[config.mk]
export PLATFORM = sky130hd
export DESIGN_NAME = sipo_deserializer_flat
export DESIGN_NICKNAME = d
export VERILOG_FILES = /design/src/rtl/sipo_deserializer_if.sv /design/src/rtl/sipo_deserializer.sv /design/src/flat_wrapper.sv
export SDC_FILE = /design/constraint.sdc
export NUM_CORES = 1
export LEC_CHECK = 0
export ABC_AREA = 0
export BUFFER_PORTS_ARGS = -buffer_cell sky130_fd_sc_hd__buf_2
export CAP_MARGIN = 30
export CORE_MARGIN = 2
export CORE_UTILIZATION = 35
export CTS_CLUSTER_SIZE = 8
export DETAILED_ROUTE_END_ITERATION = 16
export GPL_TIMING_DRIVEN = 0
export PLACE_DENSITY_LB_ADDON = 0.3
export SLEW_MARGIN = 10
export SYNTH_ARGS = -nofsm -noshare
export SYNTH_HDL_FRONTEND = slang
export SYNTH_SLANG_ARGS = --single-unit
[constraint.sdc]
create_clock -name clk -period 1.3 [get_ports clk]
set_input_delay 0.065 -clock clk [delete_from_list [all_inputs] [get_ports clk]]
set_output_delay 0.065 -clock clk [all_outputs]
set_load 0.1 [all_outputs]
[src/rtl/sipo_deserializer_if.sv]
// Serial-in / word-out bundle between the serial source, the deserializer and the word consumer.
interface sipo_deserializer_if #(
  parameter int WIDTH = 4
);
  logic             ser_in;
  logic             ser_valid;
  logic             frame_start;
  logic [WIDTH-1:0] par_data;
  logic             par_valid;
  logic             par_ready;
  logic             busy;
  logic             overflow;
  logic             clr_ovf;

  modport master (
    output ser_in, ser_valid, frame_start, par_ready, clr_ovf,
    input  par_data, par_valid, busy, overflow
  );

  modport slave (
    input  ser_in, ser_valid, frame_start, par_ready, clr_ovf,
    output par_data, par_valid, busy, overflow
  );
endinterface

[src/rtl/sipo_deserializer.sv]
// Reassembles WIDTH-bit words from a strobed serial stream into a one-entry
// valid/ready holding register, with a sticky flag for words lost to backpressure.
module sipo_deserializer #(
  parameter int WIDTH     = 4,
  parameter int MSB_FIRST = 1
) (
  input  logic                clk,
  input  logic                rst,
  sipo_deserializer_if.slave  bus
);
  localparam int            CW   = $clog2(WIDTH);
  localparam logic [CW-1:0] LAST = CW'(WIDTH - 1);

  logic [WIDTH-1:0] asm;
  logic [CW-1:0]    cnt;
  logic [WIDTH-1:0] word;
  logic [WIDTH-1:0] seed;
  logic             complete;
  logic             load;
  logic             drop;

  always_comb begin
    word = '0;
    seed = '0;
    if (MSB_FIRST != 0) begin
      word = {asm[WIDTH-2:0], bus.ser_in};
      seed = {{(WIDTH-1){1'b0}}, bus.ser_in};
    end else begin
      word = {bus.ser_in, asm[WIDTH-1:1]};
      seed = {bus.ser_in, {(WIDTH-1){1'b0}}};
    end
  end

  // frame_start discards the partial word, so it also suppresses completion.
  assign complete = bus.ser_valid && !bus.frame_start && (cnt == LAST);
  assign load     = complete && (!bus.par_valid || bus.par_ready);
  assign drop     = complete && bus.par_valid && !bus.par_ready;

  // Assembly stage: shift register and bit counter
  always_ff @(posedge clk or posedge rst) begin
    if (rst) begin
      asm <= '0;
      cnt <= '0;
    end else if (bus.frame_start) begin
      asm <= bus.ser_valid ? seed : '0;
      cnt <= bus.ser_valid ? CW'(1) : '0;
    end else if (bus.ser_valid) begin
      asm <= word;
      cnt <= (cnt == LAST) ? '0 : cnt + CW'(1);
    end
  end

  // Holding stage: one-entry output register and sticky overflow
  always_ff @(posedge clk or posedge rst) begin
    if (rst) begin
      bus.par_data  <= '0;
      bus.par_valid <= 1'b0;
      bus.overflow  <= 1'b0;
    end else begin
      if (load) begin
        bus.par_data  <= word;
        bus.par_valid <= 1'b1;
      end else if (bus.par_valid && bus.par_ready) begin
        bus.par_valid <= 1'b0;
      end
      if (drop) begin
        bus.overflow <= 1'b1;
      end else if (bus.clr_ovf) begin
        bus.overflow <= 1'b0;
      end
    end
  end

  assign bus.busy = (cnt != '0);
endmodule

[src/flat_wrapper.sv]
// flat-port wrapper written by rule: the top's interface ports become plain ports
module sipo_deserializer_flat 
#(
  parameter int WIDTH     = 4,
  parameter int MSB_FIRST = 1
)
  (clk, rst, bus_ser_in, bus_ser_valid, bus_frame_start, bus_par_ready, bus_clr_ovf, bus_par_data, bus_par_valid, bus_busy, bus_overflow);
  sipo_deserializer_if #(.WIDTH(WIDTH)) bus_i ();
  input  logic clk;
  input  logic rst;
  input wire logic [$bits(bus_i.ser_in)-1:0] bus_ser_in;
  input wire logic [$bits(bus_i.ser_valid)-1:0] bus_ser_valid;
  input wire logic [$bits(bus_i.frame_start)-1:0] bus_frame_start;
  input wire logic [$bits(bus_i.par_ready)-1:0] bus_par_ready;
  input wire logic [$bits(bus_i.clr_ovf)-1:0] bus_clr_ovf;
  output wire logic [$bits(bus_i.par_data)-1:0] bus_par_data;
  output wire logic [$bits(bus_i.par_valid)-1:0] bus_par_valid;
  output wire logic [$bits(bus_i.busy)-1:0] bus_busy;
  output wire logic [$bits(bus_i.overflow)-1:0] bus_overflow;
  assign bus_i.ser_in = bus_ser_in;
  assign bus_i.ser_valid = bus_ser_valid;
  assign bus_i.frame_start = bus_frame_start;
  assign bus_i.par_ready = bus_par_ready;
  assign bus_i.clr_ovf = bus_clr_ovf;
  assign bus_par_data = bus_i.par_data;
  assign bus_par_valid = bus_i.par_valid;
  assign bus_busy = bus_i.busy;
  assign bus_overflow = bus_i.overflow;
  sipo_deserializer #(.WIDTH(WIDTH), .MSB_FIRST(MSB_FIRST)) u_core (.clk(clk), .rst(rst), .bus(bus_i));
endmodule
Word-level counts from Yosys, hierarchy flattened. Cells that the tools add are included.

Register bits after elaboration: 11. Output and inout bits: 7. Logic and storage cells: 32.

Eq/ne operators: 1. Add/subtract/negate cells: 1. Mux-type cells: 11. Reductions and logical operators: 14.

Operators by type and width (count): 2-bit nonzero test (4); 1-bit logical AND (6); 1-bit 2-to-1 mux (6); 2-bit 2-to-1 mux (3); 3-bit 2-to-1 mux (2); 1-bit logical NOT (3); 2-bit by 1-bit adder with 2-bit output (second input constant) (1); 2-bit equality test (second input constant) (1); 1-bit logical OR (1).

Longest topological paths before layout. Gate-level depths: netlist of run 1.

Depth in word-level cells: 6. Gate-level depth with buffers: 4. Depth with buffers taken out: 4.

Worst setup path after synthesis of run 1. No wires, ideal clock.

Path kind: register -> register. Start: register u_core.bus.par_valid. End: register u_core.bus.par_data[0]. Library setup time: 125 ps. Setup slack: -336 ps. Stages on the path, launching flop included: 4. Clock period less this slack: 1636 ps. Arrival: 1511 ps. Buffers on the path: 0. Cell sequence: dfrtp_1 > nand2b_1 > nor2b_4 > mux2_2.

Word-level cells in the longest chain between the ends: 3.

RTL lines: from (decl) (line sipo_deserializer_if.sv:22) `output par_data, par_valid, busy, overflow`; from (signal assigned) (line sipo_deserializer.sv:57) `bus.par_valid <= 1'b0;`; from (signal assigned) (line sipo_deserializer.sv:62) `bus.par_valid <= 1'b1;`; from (signal assigned) (line sipo_deserializer.sv:64) `bus.par_valid <= 1'b0;`; 1-bit logical NOT (line sipo_deserializer.sv:36) `assign load = complete && (!bus.par_valid || bus.par_ready);`; 1-bit logical OR (line sipo_deserializer.sv:36); 1-bit logical AND (line sipo_deserializer.sv:36); to (signal assigned) (line sipo_deserializer.sv:61) `bus.par_data <= word;`; to (decl) (line sipo_deserializer_if.sv:22).

No other way between the ends. A chain may end at the register's enable or synchronous reset.

Final worst setup path of run 1.
Start: register u_core.cnt[0]. End: register u_core.bus.par_data[3].

Word-level cells in the longest chain between the ends: 3.

RTL lines: from (decl) (line sipo_deserializer.sv:15) `logic [CW-1:0] cnt;`; from (signal assigned) (line sipo_deserializer.sv:46) `cnt <= bus.ser_valid ? CW'(1) : '0;`; from (signal assigned) (line sipo_deserializer.sv:49) `cnt <= (cnt == LAST) ? '0 : cnt + CW'(1);`; 2-bit equality test (line sipo_deserializer.sv:35) `assign complete = bus.ser_valid && !bus.frame_start && (cnt == LAST);`; 1-bit logical AND (line sipo_deserializer.sv:35); 1-bit logical AND (line sipo_deserializer.sv:36).

No other way between the ends.

==> results.md, run 1 <==
* Status: finished with violations
* Failing checks: negative setup slack
* Number of DRC violations after detailed-routing iteration 0 at 2
* Boundary Pins at 14
* Number of hold violations in the final report at 0
* Routability Congestion at just under 0.7
* Tightest Hold Check Type: input pin to flop
* Post-detailed-route count of antenna-violating nets at 0
* Crit path DAT at 1.46 ns
* Cell at the slowest stage of the critical path: dfrtp_1
* Max-cap check violation count at 0
* CTS H-tree lvls at 1
* Area added between synthesis and finish at 37.0%
* Vias in the first global route at 338
* Count of distinct cell types in the synthesized netlist at 14
* Overall Global Routing Usage at 0.115
* N_diodes at 0
* Clock share of power at 0.206
* Mean Syn Cell Area at 12.7 sq um
* Fraction of the yosys area taken by sequential cells at 0.554
* Combinational power share at 0.424
* Crit path largest cell delay at 0.38 ns
* Met1 layer usage reported by global route at 0.119
* Maximum number of pins on one net before global-route repair at 12
* IR drop worst, VDD at slightly below 0.0008 V
* Endpoint of the worst-slack reg-to-reg timing path: u_core.bus.par_data[3]$_DFFE_PP0P_
* Summed instance area of the synthesized netlist at 497 sq um
* Maximum fanout count along the critical path at 4
* Cell internal pwr at ~630 uW
* Launching instance or port of the critical path: u_core.cnt[0]$_DFFE_PP0P_
* Period utilisation layout at 1.01
* Cells taking the most area after synthesis: dfrtp_1 (55%), mux2_2 (9.1%), mux2i_1 (6.0%)
* Slew Limit Fails at 0
* Cell count after synthesis at 39
* DR vias at 326
* First-pass GRT wire length at 1.43 mm
* Final critical-path setup slack at -0.00695 ns
* RSZ-0062 raised after global routing: yes
* Max-slew headroom at the worst pin at 0.680
* Post-place instance area at a little under 600 sq um
* Required @ worst endpoint at between 1 and 1.5 ns
* Worst-path clk slew at approximately 0.07 ns
* Synth Warn # at 0
* Switching part of the total power at 0.437
* DRC at 0
* Full die area at approximately 1700 sq um
* Rows at 13
* Path depth of the worst reg2reg path at 4
* Worst setup path class: flop to flop
* DR WL/cell at 11.0 um
* Library cell used as clock root buffer: clkbuf_4
* Kind of start point of the critical path: flop
* Switching component of the power at 491 uW
* Met2 capacity usage during global routing at 0.175
* Leak pwr at around 0.00038 uW
* Effective utilization at floorplan at 0.377
* Achievable clock frequency at between 0.7 and 0.8 GHz
* Kind of end point of the critical path: flop
* Met3 Use GR at 0.0783
* Fraction of layout cells with a size suffix above 1 at 0.475
* Flip-flop and latch count after synthesis at 11
* Non-Filler Cell Area, Final at just under 700 sq um
* Ordered list of cells on the worst path: ha_2 > nand3b_4 > nor2b_4 > mux2_4
* TritonCTS clock tree: yes
* Vertical die dimension at around 42 um
* Share of Yosys cell area claimed by the top area cell type at 0.554
* Total power density per cell area at 1650 nW/um^2
* Number of optimization iterations in the first detailed-route pass at 4
* Number of vias per cell after detailed routing at 4.41
* Floorplan core area at 1320 sq um
* Min Clock Period, post-route at 1.31 ns
* Reg-to-reg startpoint: u_core.cnt[0]$_DFFE_PP0P_
* WL final at 813 um
* TritonCTS sink count at 11
* Nets at between 60 and 70
* Global routing's busiest layer: met2
* Setup tns final at -0.0122 ns
* Total grt overflow at 0
* Capture point of the worst path: u_core.bus.par_data[3]$_DFFE_PP0P_
* Antenna violations before repair at 0
* Setup skew after layout at 0.00571 ns
* Synthesized net count at 48
* Final setup fails at 3
* Clock latency on the worst-skew pair at 0.27 ns
* Transition at the pin with the smallest max-transition slack at approximately 0.48 ns
* Post-detail-place hpwl at ~570 um
* Horiz. Die Dim at 41.7 um
* Relative contribution of sequential cells to total power at 0.370
* Cell type with the highest aggregate area in the netlist: dfrtp_1
* Inserted Clock Buffers at 3
* Clock Path Buffers at 2
* Setup slack, reg-to-reg at -0.007 ns
* Number of I/O port buffers at 12
## layer usage
| metal | vias up | wire length, um |
|---|---|---|
| li1 | 163 | - |
| met1 | 147 | 347 |
| met2 | 11 | 395 |
| met3 | 5 | 55 |
| met4 | 0 | 14 |
| met5 | - | 0 |
## cell type report
class	instances	area [sq um]
tap	15	18.8
sequential	11	279
timing repair buffer	16	110
buffer	1	11.3
multi-input combinational	22	216
inverter	5	18.8
fill	123	637
clock buffer	4	26.3
## stage by stage
step / power (uW) / cells / setup WS, ns / utilization / hold slack [ns]
finish: 1120 / 74 / -0.00695 / 0.517 / 0.0207
global route: 1190 / 74 / -0.0735 / 0.517 / 0.00408
CTS: 1100 / 72 / -0.0292 / 0.484 / 0.0121
detailed placement: 852 / 66 / -0.0283 / 0.445 / 0.0736
global placement: 845 / 66 / -0.0169 / 0.445 / 0.0738
floorplan: 784 / 39 / -0.0568 / - / -0.0825
## worst min path at each step
stage	cells after the start	end	startpoint	slack (ns)
after floorplan	1	u_core.asm[0]$_DFFE_PP0P_	rst	-0.08
after global placement	2	u_core.bus.overflow$_DFFE_PP0P_	rst	0.07
after detailed placement	2	u_core.bus.par_data[1]$_DFFE_PP0P_	rst	0.07
after CTS	2	u_core.cnt[0]$_DFFE_PP0P_	bus_ser_valid	0.01
after global routing	2	u_core.cnt[0]$_DFFE_PP0P_	bus_ser_valid	0.004
final	3	u_core.asm[0]$_DFFE_PP0P_	bus_ser_in	0.02
## synthesized netlist by cell type (all sizes together)
| cell type | count |
|---|---|
| o22ai | 1 |
| nand3b | 1 |
| xnor2 | 1 |
| nand2 | 2 |
| dfrtp | 11 |
| mux2 | 4 |
| nor2b | 1 |
| nand2b | 3 |
| buf | 1 |
| inv | 5 |
| mux2i | 3 |
| o21ai | 1 |
| nor2 | 3 |
| ha | 2 |
## registers in the layout (all words and copies together) (netlist names)
signal / cells
u_core.asm: 3
u_core.bus.par_data: 4
u_core.bus.overflow: 1
u_core.bus.par_valid: 1
u_core.cnt: 2
## cell usage in the layout (no fill, tap or decap)
cell | netlist | routed
buf_2 | 0 | 11
dfrtp_1 | 11 | 10
mux2_4 | 0 | 4
inv_1 | 5 | 4
mux2i_1 | 3 | 3
nor2_1 | 3 | 3
clkbuf_4 | 0 | 3
nand2_1 | 2 | 2
nand2b_1 | 3 | 2
dlygate4sd3_1 | 0 | 2
buf_4 | 0 | 2
buf_6 | 1 | 1
nand3b_4 | 1 | 1
nand2b_4 | 0 | 1
xnor2_1 | 1 | 1
nor2b_4 | 1 | 1
inv_2 | 0 | 1
o21ai_0 | 1 | 1
o22ai_1 | 1 | 1
ha_1 | 2 | 1
ha_2 | 0 | 1
clkbuf_1 | 0 | 1
buf_12 | 0 | 1
dfrtp_4 | 0 | 1
## logic make-up (layout without fill, tap and decap cells)
logic type,Yosys count,count (layout),synth area share
flops,11,11,0.554
buf+inv,6,26,0.0605
compound gates,2,2,0.0227
fa+ha+maj,2,2,0.0504
xor+xnor,1,1,0.0176
simple gates,10,10,0.144
mux,7,7,0.151
## worst max-delay path: cells and delay by family, from the launching register on
kind	cells	cell delay (ns)
flip-flops	1	0.38
adder cells (fa/ha/maj)	1	0.20
AND/OR/NAND/NOR	2	0.30
multiplexers	1	0.31
## timing repair
| action | in CTS | in global routing |
|---|---|---|
| pin swaps | 1 | 2 |
| hold buffers | 2 | 0 |
| endpoints found under the setup margin | 5 | 5 |
| gates resized for setup | 2 | 8 |
| setup buffers | 0 | 2 |
| hold endpoints to repair | 12 | 0 |
## power groups by stage
stage / combinational, uW / sequential, uW / clock, uW
final: 477 / 416 / 232
after global routing: 499 / 422 / 269
after detailed placement: 430 / 422 / 0
after CTS: 439 / 416 / 244
after floorplan: 128 / 657 / 0
after global placement: 426 / 420 / 0
Note: power is estimated with default switching activity, not from simulation.
==> inputs of run 2 (changes only) <==
==> constraint.sdc (replaced) <==
create_clock -name clk -period 1.4 [get_ports clk]
set_input_delay 0.07 -clock clk [delete_from_list [all_inputs] [get_ports clk]]
set_output_delay 0.07 -clock clk [all_outputs]
set_load 0.1 [all_outputs]
==> run 2 against run 1 <==
Net effect:
- the run now ends clean
- sequential power shrank 8.2%
- count of clock-buffer cells in the layout unchanged
- sequential share of layout area increased by 3.4 points
- total power decreased by 11%
- design area is 7.7% lower
- critical path type unchanged
==> results.md, run 2 (synthesis results as in run 1) <==
* Number of optimization iterations in the first detailed-route pass at 1
* Total power density per cell area at 1590 nW/um^2
* TritonCTS sink count at 11
* N_diodes at 0
* DRC at 0
* Filler Cells Inserted at roughly 130
* Vertical die dimension at 41.7 um
* Clock latency on the worst-skew pair at approximately 0.27 ns
* Full die area at roughly 1700 sq um
* RSZ-0062 raised after global routing: no
* WL final at 718 um
* Overall Global Routing Usage at 0.0967
* Required @ worst endpoint at 1.55 ns
* Effective utilization at floorplan at 0.377
* Final critical-path setup slack at 0.0803 ns
* Rows at 13
* Maximum fanout count along the critical path at 4
* Area added between synthesis and finish at 26.4%
* Kind of start point of the critical path: flop
* Number of setup buffers added after CTS at 0
* Final cell utilization of the core at 0.477
* Nets at between 60 and 70
* First-pass GRT wire length at 1.24 mm
* Largest Register: u_core.bus.par_data
* CTS H-tree lvls at 1
* Achievable clock frequency at 0.758 GHz
* Setup tns final at 0 ns
* Vias in the first global route at 275
* Leak pwr at 0.000355 uW
* Number of flip-flops under the largest register name at 4
* Routability Congestion at 0.675
* Number of I/O port buffers at 12
* Setup skew after layout at 0.00413 ns
* Max-slew headroom at the worst pin at 0.680
* Worst Setup Slack post-DPL at 0.0680 ns
* Tightest Hold Check Type: input pin to flop
* Min Clock Period, post-route at approximately 1.3 ns
* Hold Worst Slack at 0.0118 ns
* Antenna violations before repair at 0
* TritonCTS clock tree: yes
* Largest registers: u_core.bus.par_data: 4 flops, u_core.asm: 3 flops, u_core.cnt: 2 flops
* Number of DRC violations after detailed-routing iteration 0 at 0
* Commonest non-fill, non-tap cell in the layout: buf_2
* Top library cells by usage in the layout, fill and taps aside: buf_2 (11), dfrtp_1 (10), inv_1 (5)
* Worst-path clk slew at around 0.070 ns
* Slew Limit Fails at 0
* Fraction of layout cells with a size suffix above 1 at 0.404
* Status: complete, no violations
* Maximum number of pins on one net before global-route repair at 12
* Number of vias per cell after detailed routing at 4.46
* Number of hold violations in the final report at 0
* Floorplan core area at approximately 1300 sq um
* Post-detailed-route count of antenna-violating nets at 0
* Kind of end point of the critical path: flop
* DR WL/cell at 9.97 um
* Non-Filler Cell Area, Final at 628 sq um
* IR drop worst, VDD at 0.000696 V
* Inserted Clock Buffers at 3
* Period utilisation layout at 0.943
* Total grt overflow at 0
* Clock Path Buffers at 2
* Final setup fails at 0
* Max-cap check violation count at 0
* Worst setup path class: flop to flop
* Boundary Pins at 14
* Transition at the pin with the smallest max-transition slack at 0.484 ns
* Crit path DAT at 1.47 ns
* Horiz. Die Dim at approximately 42 um
* Post-place instance area at around 580 sq um
* Library cell used as clock root buffer: clkbuf_4
* DR vias at between 300 and 400
==> run 2: path summary, 6_finish.rpt <==
kind	endpoint	from	slack [ns]	depth (start not counted)
worst max-delay path	u_core.bus.par_data[3]$_DFFE_PP0P_	u_core.cnt[0]$_DFFE_PP0P_	0.08	4
worst min-delay path	u_core.asm[0]$_DFFE_PP0P_	bus_ser_in	0.01	3
worst max register to register	u_core.bus.par_data[3]$_DFFE_PP0P_	u_core.cnt[0]$_DFFE_PP0P_	0.08	4
worst min register to register	u_core.bus.par_data[1]$_DFFE_PP0P_	u_core.bus.par_data[1]$_DFFE_PP0P_	0.50	1
max in group asynchronous	u_core.bus.par_valid$_DFFE_PP0P_	rst	0.76	3
min in group asynchronous	u_core.bus.par_valid$_DFFE_PP0P_	rst	0.32	3
==> run 2: worst max-delay path, cell delays in order, from the launching register on <==
cell and delay [ns]:
dfrtp_1 0.38, ha_1 0.20, nand3b_4 0.10, nor2b_4 0.17, mux2_2 0.35
==> run 2: report_power, final <==
part	total (uW)	internal, uW	switching (uW)
clock	217	110	106
sequential	382	361	21.5
combinational	400	82.1	318
total	999	553	446
==> run 2: routing by layer <==
metal	track usage	vias to the layer above	routed length [um]
met5	0	-	0
met3	0.0652	0	73
li1	-	159	-
met2	0.138	13	300
met4	0.0194	0	0
met1	0.122	149	344
==> run 2: cell type report <==
cell class | count | area, sq um | area share
Buffer | 1 | 11.3 | 0.0179
Multi-Input combinational cell | 22 | 191 | 0.305
Timing Repair Buffer | 14 | 82.6 | 0.131
Clock buffer | 4 | 26.3 | 0.0418
Sequential cell | 11 | 279 | 0.444
Tap cell | 15 | 18.8 | 0.0299
Inverter | 5 | 18.8 | 0.0299
==> run 2: through the flow <==
step                      std cells  power, uW
final                            72        999
after global routing             72       1050
after floorplan                  39        726
after detailed placement         66        785
after CTS                        72       1010
after global placement           66        782
==> run 2: timing repair <==
action,in CTS,in global routing
setup endpoints to repair,1,0
hold buffers,2,0
hold endpoints to repair,12,0
resized for setup,1,0
